### src/rtl/config_chain_loader.sv
`timescale 1ns/1ps
// config_chain_loader: master end of the DSP serial configuration chain.
// Takes configuration words from a valid/ready stream, shifts them LSB first
// into the chain head and assembles the bits leaving the chain tail into
// readback words, so the previous configuration comes back during the load.
module config_chain_loader #(
  parameter int CHAIN_LEN = 10,
  parameter int WORD_W    = 4
) (
  input  logic              clk,
  input  logic              reset,
  input  logic              start,
  input  logic              abort,
  input  logic [WORD_W-1:0] s_data,
  input  logic              s_valid,
  output logic              s_ready,
  output logic              cfg_si,
  output logic              cfg_en,
  input  logic              cfg_so,
  output logic              busy,
  output logic              done,
  output logic [WORD_W-1:0] rb_data,
  output logic              rb_valid
);

  localparam int TW = $clog2(CHAIN_LEN + 1);
  localparam int BW = $clog2(WORD_W + 1);
  localparam logic [TW-1:0] TOTAL_LAST = TW'(CHAIN_LEN - 1);
  localparam logic [BW-1:0] BIT_LAST   = BW'(WORD_W - 1);

  typedef enum logic [1:0] {IDLE, LOAD, SHIFT, DONE} state_t;

  state_t            state_q, state_d;
  logic [WORD_W-1:0] sr_q, sr_d;
  logic [WORD_W-1:0] rb_acc_q, rb_acc_d;
  logic [WORD_W-1:0] rb_data_q, rb_data_d;
  logic              rb_valid_q, rb_valid_d;
  logic [BW-1:0]     bit_cnt_q, bit_cnt_d;
  logic [TW-1:0]     total_cnt_q, total_cnt_d;
  logic              word_last;

  // A word ends on its last bit, or earlier when the chain runs out of bits.
  assign word_last = (bit_cnt_q == BIT_LAST) || (total_cnt_q == TOTAL_LAST);

  // Next-state logic for the sequencer, shift register, counters and readback.
  always_comb begin
    state_d     = state_q;
    sr_d        = sr_q;
    rb_acc_d    = rb_acc_q;
    rb_data_d   = rb_data_q;
    rb_valid_d  = 1'b0;
    bit_cnt_d   = bit_cnt_q;
    total_cnt_d = total_cnt_q;
    unique case (state_q)
      IDLE: begin
        if (start) begin
          state_d     = LOAD;
          total_cnt_d = '0;
        end
      end
      LOAD: begin
        if (abort) begin
          state_d = IDLE;
        end else if (s_valid) begin
          sr_d      = s_data;
          rb_acc_d  = '0;
          bit_cnt_d = '0;
          state_d   = SHIFT;
        end
      end
      SHIFT: begin
        if (abort) begin
          state_d = IDLE;
        end else begin
          sr_d = sr_q >> 1;
          for (int i = 0; i < WORD_W; i++) begin
            if (bit_cnt_q == BW'(i)) begin
              rb_acc_d[i] = cfg_so;
            end
          end
          bit_cnt_d   = bit_cnt_q + 1'b1;
          total_cnt_d = total_cnt_q + 1'b1;
          if (word_last) begin
            rb_data_d  = rb_acc_d;
            rb_valid_d = 1'b1;
            state_d    = (total_cnt_q == TOTAL_LAST) ? DONE : LOAD;
          end
        end
      end
      DONE: begin
        state_d = IDLE;
      end
      default: begin
        state_d = IDLE;
      end
    endcase
  end

  // State register; reset clears everything so cfg_en drops immediately.
  always_ff @(posedge clk or posedge reset) begin
    if (reset) begin
      state_q     <= IDLE;
      sr_q        <= '0;
      rb_acc_q    <= '0;
      rb_data_q   <= '0;
      rb_valid_q  <= 1'b0;
      bit_cnt_q   <= '0;
      total_cnt_q <= '0;
    end else begin
      state_q     <= state_d;
      sr_q        <= sr_d;
      rb_acc_q    <= rb_acc_d;
      rb_data_q   <= rb_data_d;
      rb_valid_q  <= rb_valid_d;
      bit_cnt_q   <= bit_cnt_d;
      total_cnt_q <= total_cnt_d;
    end
  end

  assign s_ready  = (state_q == LOAD);
  assign cfg_en   = (state_q == SHIFT);
  assign cfg_si   = (state_q == SHIFT) & sr_q[0];
  assign busy     = (state_q == LOAD) || (state_q == SHIFT);
  assign done     = (state_q == DONE);
  assign rb_data  = rb_data_q;
  assign rb_valid = rb_valid_q;

endmodule

### config.mk
export PLATFORM = sky130hd
export DESIGN_NAME = config_chain_loader
export DESIGN_NICKNAME = d
export VERILOG_FILES = /design/src/rtl/config_chain_loader.sv
export SDC_FILE = /design/constraint.sdc
export NUM_CORES = 1
export LEC_CHECK = 0
export ABC_AREA = 1
export CORE_MARGIN = 2
export CORE_UTILIZATION = 55
export DETAILED_ROUTE_END_ITERATION = 10
export PLACE_DENSITY = 0.88
export SYNTH_ARGS = -nofsm -noshare
export SYNTH_HDL_FRONTEND = slang
export SYNTH_SLANG_ARGS = --single-unit
### constraint.sdc
create_clock -name clk -period 2.4 [get_ports clk]
set_clock_uncertainty 0.15 [all_clocks]
set_input_delay 0.48 -clock clk [delete_from_list [all_inputs] [get_ports clk]]
set_output_delay 0.48 -clock clk [all_outputs]
set_load 0.03 [all_outputs]
==> results.cfg, run 1 <==
[logic_synthesis]
synth_edf_count = 0
synthFlopType = dfrtp_1
yosysSeqAreaShare_pct = 43.1
syn_nets = 173
ys_warn_count = 0
syn_inst = 151
async_reset_ff_share_pct = 100
ys_ff_latch = 22
syn_avg_cell_area_um2 = 8.45
syn-cell-area_mm2 = 0.00128
synth.distinct_cells = 20

[clock_tree]
cts.hold.buffers_added = 0
cts_setup_buffers = 0
cts_htree_levels = 1
cts_inserted_buffers = 3
cts_resized = 4
clockBufferDepth = 2
tritoncts = done
worstSkewPairLatency_ns = 0.31
clkTransAtPathRegs_ns = 0.13
ctsRootBufferMaster = clkbuf_4
cts.sinks = 22

[detailed_routing]
first_iter_violations = 31
vias = 1056
wl_met1_mm = 1.09
antenna_left = 0
wire_per_inst_um = 12.2
dr.max_layer_used = met4
drcViolationCount = 0
wl_met2_mm = 1.29
finalWirelength_mm = 2.51
dr.pass1.iters = 4
viasPerCell = 5.15
dr_wl_met3_um = 99

[timing]
worst_slack_ns = 0.192
finalHoldViolCount = 0
tightest_slew_ns = 0.422
tns_ns = 0
max_freq_mhz = 453
finalMaxSlewViolations = 0
min_period_over_period_pct = 92.0
rsz0062_at_grt = no
setup_viol = 0
maxSlewHeadroom_pct = 71.8
period_needed_ns = 2.21

[layout]
nFillCells = 174
layout_commonest_cell = nand2_1
final-instance-count-excl-fill = 205
layout_common_cells = nand2_1, inv_1, dfrtp_1
area_growth_pct = 21.6
fin_area_mm2 = 0.00155
drive_above_1_share_pct = 16.4
finalNetCount = 200
antennaDiodeCount = 0

[grt]
grt_overflow = 0
grt_usage_pct = 23.0
grt_pass1_wl_mm = 4.62
grt_max_degree = 23
antenna_found_initial = 0
grt_pass1_vias = 1096

[setup_path]
crit_fanout = 4
end_kind = output port
worstPathRequired_ns = 1.77
startpoint_type = flip-flop
worstSetupPathType = reg -> out
worstPathArrival_ns = 1.58

[hold_path]
hold_class = in -> async

[pwr]
power_density_mw_per_mm2 = 708
ir_worst_vdd_uv = 637
p_leak_nw = 0.778

[floorplan]
die_x_um = 52.2
core_mm2 = 0.00221
ios = 20
die_h_um = 52.2
dieArea_mm2 = 0.00272
start_util_pct = 57.7
rows = 17

[placed_design]
dpl.hpwl_mm = 1.91
gp_congestion = 0.914
place_area_mm2 = 0.00152
place_inst = 201
port-buffer-count = 19
dp_slack_ns = 0.281

[run]
drv_cap = 0

[run_status]
status = complete, no violations
## cell families after synthesis
family / synth area share (%)
compound gates: 15.9
xor+xnor: 0.686
fa+ha+maj: 11.8
buf+inv: 8.82
flops: 43.1
simple gates: 19.7
## worst max-delay path, stage by stage, from the launching register on
cell and delay [ns]:
dfrtp_1 0.43, inv_1 0.11, ha_1 0.21, nand2_1 0.08, inv_1 0.05, dlygate4sd2_1 0.39
## per-layer routing
| metal | vias to the layer above | track usage [%] |
|---|---|---|
| li1 | 523 | - |
| met1 | 502 | 29.6 |
| met2 | 27 | 37.3 |
| met3 | 4 | 6.86 |
| met4 | 0 | 7.26 |
| met5 | - | 0 |
## sequential cells by signal, indices dropped and copies added, names as in the netlist
| signal | cells |
|---|---|
| bit_cnt_q | 3 |
| rb_acc_q | 4 |
| rb_data | 4 |
| rb_valid | 1 |
| sr_q | 4 |
| state_q | 2 |
| total_cnt_q | 4 |
## stage by stage
step           hold WS, ns  total power, mW  utilization [%]
2_1_floorplan        0.319            0.793                -
3_3_place_gp         0.313            0.898             68.7
3_5_place_dp         0.314            0.917             68.7
4_1_cts              0.346             1.11             70.1
5_1_grt              0.383             1.19             70.1
6_report             0.341             1.10             70.1
## final cells by class
| type | instances | area (um2) | share of cell area [%] |
|---|---|---|---|
| inverter | 27 | 101 | 6.53 |
| clock buffer | 4 | 36.3 | 2.34 |
| tap | 28 | 35.0 | 2.26 |
| sequential | 22 | 551 | 35.5 |
| timing repair buffer | 23 | 215 | 13.9 |
| multi-input combinational | 101 | 613 | 39.5 |
## final timing paths
kind	from	to	slack, ns	cells after the start
max reg2reg	state_q[0]$_DFFE_PP0P_	rb_acc_q[2]$_DFFE_PP0P_	0.44	7
min reg2reg	rb_data[2]$_DFFE_PP0P_	rb_data[2]$_DFFE_PP0P_	0.34	2
max	state_q[0]$_DFFE_PP0P_	cfg_si	0.19	5
min in group clk	rb_data[2]$_DFFE_PP0P_	rb_data[2]$_DFFE_PP0P_	0.34	2
max in group asynchronous	reset	total_cnt_q[2]$_DFFE_PP0P_	1.53	3
min	reset	total_cnt_q[0]$_DFFE_PP0P_	0.34	3
## synth_stat cells (2+ instances only)
cell type   n  area share, %
dfrtp_1    22             43
ha_1       12             12
inv_1      23            6.8
inv_2       4            1.2
nand2_1    42             12
nand2_2     3            1.5
nand3_1     7            2.7
nor2_1      4            1.2
nor2_2      2           0.98
o21ai_0     7            2.7
o21ai_1     7            2.7
o21ai_2     9            6.2
o22ai_2     2            2.0
## where the power goes
part / switching (mW) / internal [mW]
clock: 0.112 / 0.0927
combinational: 0.279 / 0.160
sequential: 0.0322 / 0.423
No activity file was read; power rests on OpenSTA's default activity.
==> run 2: changes to the inputs <==
Settings changed: CORE_UTILIZATION 55 to 30, GPL_TIMING_DRIVEN from default to 0, PLACE_DENSITY 0.88 to 0.57.
==> run 2 against run 1 <==
Critical path depth stayed put. Flip-flop and latch count did not move. First-iteration DRC count increased by 65%.
==> results.cfg, run 2 (synthesized netlist as in run 1, its figures left out) <==
[run_status]
status = complete, no violations

[layout]
layout_common_cells = nand2_1, inv_1, dfrtp_1
layout_commonest_cell = nand2_1
drive_above_1_share_pct = 15.5
finalNetCount = 197
regArea_um2 = 551
area_growth_pct = 24.5
nFillCells = 399
multi_input_area_um2 = 616
antennaDiodeCount = 0

[placed_design]
gp_congestion = 0.729
dpl.hpwl_mm = 1.85
port-buffer-count = 19
dp_slack_ns = 0.0673

[floorplan]
ios = 20
rows = 23
core_mm2 = 0.00406
dieArea_mm2 = 0.00479
die_x_um = 69.2
die_h_um = 69.2
start_util_pct = 31.5

[pwr]
p_leak_nw = 0.786
ir_worst_vdd_uv = 400
power_density_mw_per_mm2 = 725

[setup_path]
crit_path_max_incr_delay_ns = 0.43
worstPathArrival_ns = 1.62
end_kind = output port
worstPathRequired_ns = 1.77
crit_slowest_cell = dfrtp_1
worstSetupPathType = reg -> out
crit-reg2reg-launch = state_q[0]$_DFFE_PP0P_
crit_fanout = 7
crit_path_frequent_cell = inv_1
critPathBufInv = 3
path_cells = inv_1, ha_2, nand2_1, inv_1, dlygate4sd2_1
startpoint_type = flip-flop
worst_setup_path_startpoint = state_q[0]$_DFFE_PP0P_
crit_family = buffers and inverters

[timing]
maxSlewHeadroom_pct = 43.9
max_freq_mhz = 444
tns_ns = 0
setup_viol = 0
rsz0062_at_grt = no
period_needed_ns = 2.25
tightest_slew_ns = 0.841
min_period_over_period_pct = 93.7
finalHoldViolCount = 0
finalMaxSlewViolations = 0
worst_slack_ns = 0.150

[detailed_routing]
vias = 1002
antenna_left = 0
first_iter_violations = 51
dr.pass1.iters = 4
finalWirelength_mm = 2.41
drcViolationCount = 0
wire_per_inst_um = 10.8
viasPerCell = 4.47

[clock_tree]
clockBufferDepth = 2
cts_inserted_buffers = 3
clkTransAtPathRegs_ns = 0.08
cts.hold.buffers_added = 0
tritoncts = done
worstSkewPairLatency_ns = 0.26
cts_htree_levels = 1
cts.sinks = 22
ctsRootBufferMaster = clkbuf_8

[run]
drv_cap = 0

[grt]
antenna_found_initial = 0
grt_pass1_wl_mm = 4.35
grt_pass1_vias = 983
grt_overflow = 0
grt_max_degree = 23
grt_usage_pct = 10.9

[hold_path]
hold_class = reg -> reg
min_from = rb_data[1]$_DFFE_PP0P_
## run 2: cell types whose count changed in the layout (fill, tap and decap cells not counted)
| cell | previous run | this run |
|---|---|---|
| buf_4 | 4 | 0 |
| dlymetal6s2s_1 | 0 | 2 |
| ha_2 | 0 | 1 |
| ha_1 | 12 | 11 |
| buf_6 | 0 | 1 |
| clkbuf_8 | 1 | 4 |
| dlygate4sd2_1 | 4 | 2 |
| clkbuf_4 | 3 | 0 |
## run 2: worst paths after layout
| check | to | cells after the start | slack (ns) |
|---|---|---|---|
| setup / recovery | cfg_si | 5 | 0.15 |
| hold / removal | rb_data[1]$_DFFE_PP0P_ | 2 | 0.34 |
| setup reg to reg | rb_acc_q[3]$_DFFE_PP0P_ | 6 | 0.61 |
| hold reg to reg | rb_data[1]$_DFFE_PP0P_ | 2 | 0.34 |
| max in group asynchronous | bit_cnt_q[2]$_DFFE_PP0P_ | 2 | 1.04 |
| min in group asynchronous | total_cnt_q[1]$_DFFE_PP0P_ | 2 | 0.54 |
## run 2: timing repair
| item | in CTS | in global routing |
|---|---|---|
| endpoints found under the hold margin | 0 | 0 |
| setup buffers | 0 | 0 |
| cloned | 0 | 0 |
| gates resized for setup | 3 | 2 |
| endpoints found under the setup margin | 2 | 2 |
## run 2: per-layer routing
metal | up-vias | part of all wire (%) | track usage, %
met1 | 463 | 49 | 14.5
li1 | 521 | - | -
met3 | 4 | 2.9 | 3.49
met5 | - | 0 | 0
met4 | 0 | 0.83 | 2.40
met2 | 14 | 47 | 17.5
## run 2: per-stage QoR
| step | hold slack [ns] | power, mW | util, % | cell area (um2) | std cells |
|---|---|---|---|---|---|
| floorplan | 0.319 | 0.793 | - | 1280 | 151 |
| global placement | 0.315 | 0.898 | 37.7 | 1530 | 220 |
| detailed placement | 0.322 | 0.909 | 37.7 | 1530 | 220 |
| CTS | 0.344 | 1.18 | 39.0 | 1580 | 224 |
| global route | 0.385 | 1.25 | 39.2 | 1590 | 224 |
| finish | 0.335 | 1.15 | 39.2 | 1590 | 224 |
## run 2: where the power goes
part / switching (mW) / total [mW] / internal, mW
Clock: 0.115 / 0.262 / 0.146
Sequential: 0.0306 / 0.453 / 0.423
Combinational: 0.273 / 0.438 / 0.165
Total: 0.419 / 1.15 / 0.734
## run 2: layout make-up
type / instances / area share [%]
clock buffers: 4 / 3.46
well taps: 50 / 3.94
plain buffers: 1 / 0.709
multi-input cells: 101 / 38.7
inverters: 27 / 6.38
repair buffers: 19 / 12.1
flip-flops and latches: 22 / 34.6
## run 2: worst reg2reg max path: cells and delay by family, from the launching register on
| family | cells | cell delay (ns) |
|---|---|---|
| AO/OA/AOI/OAI | 2 | 0.33 |
| AND/OR/NAND/NOR | 1 | 0.14 |
| buffers and inverters | 2 | 0.34 |
| flip-flops | 1 | 0.43 |
| adder cells (fa/ha/maj) | 1 | 0.30 |
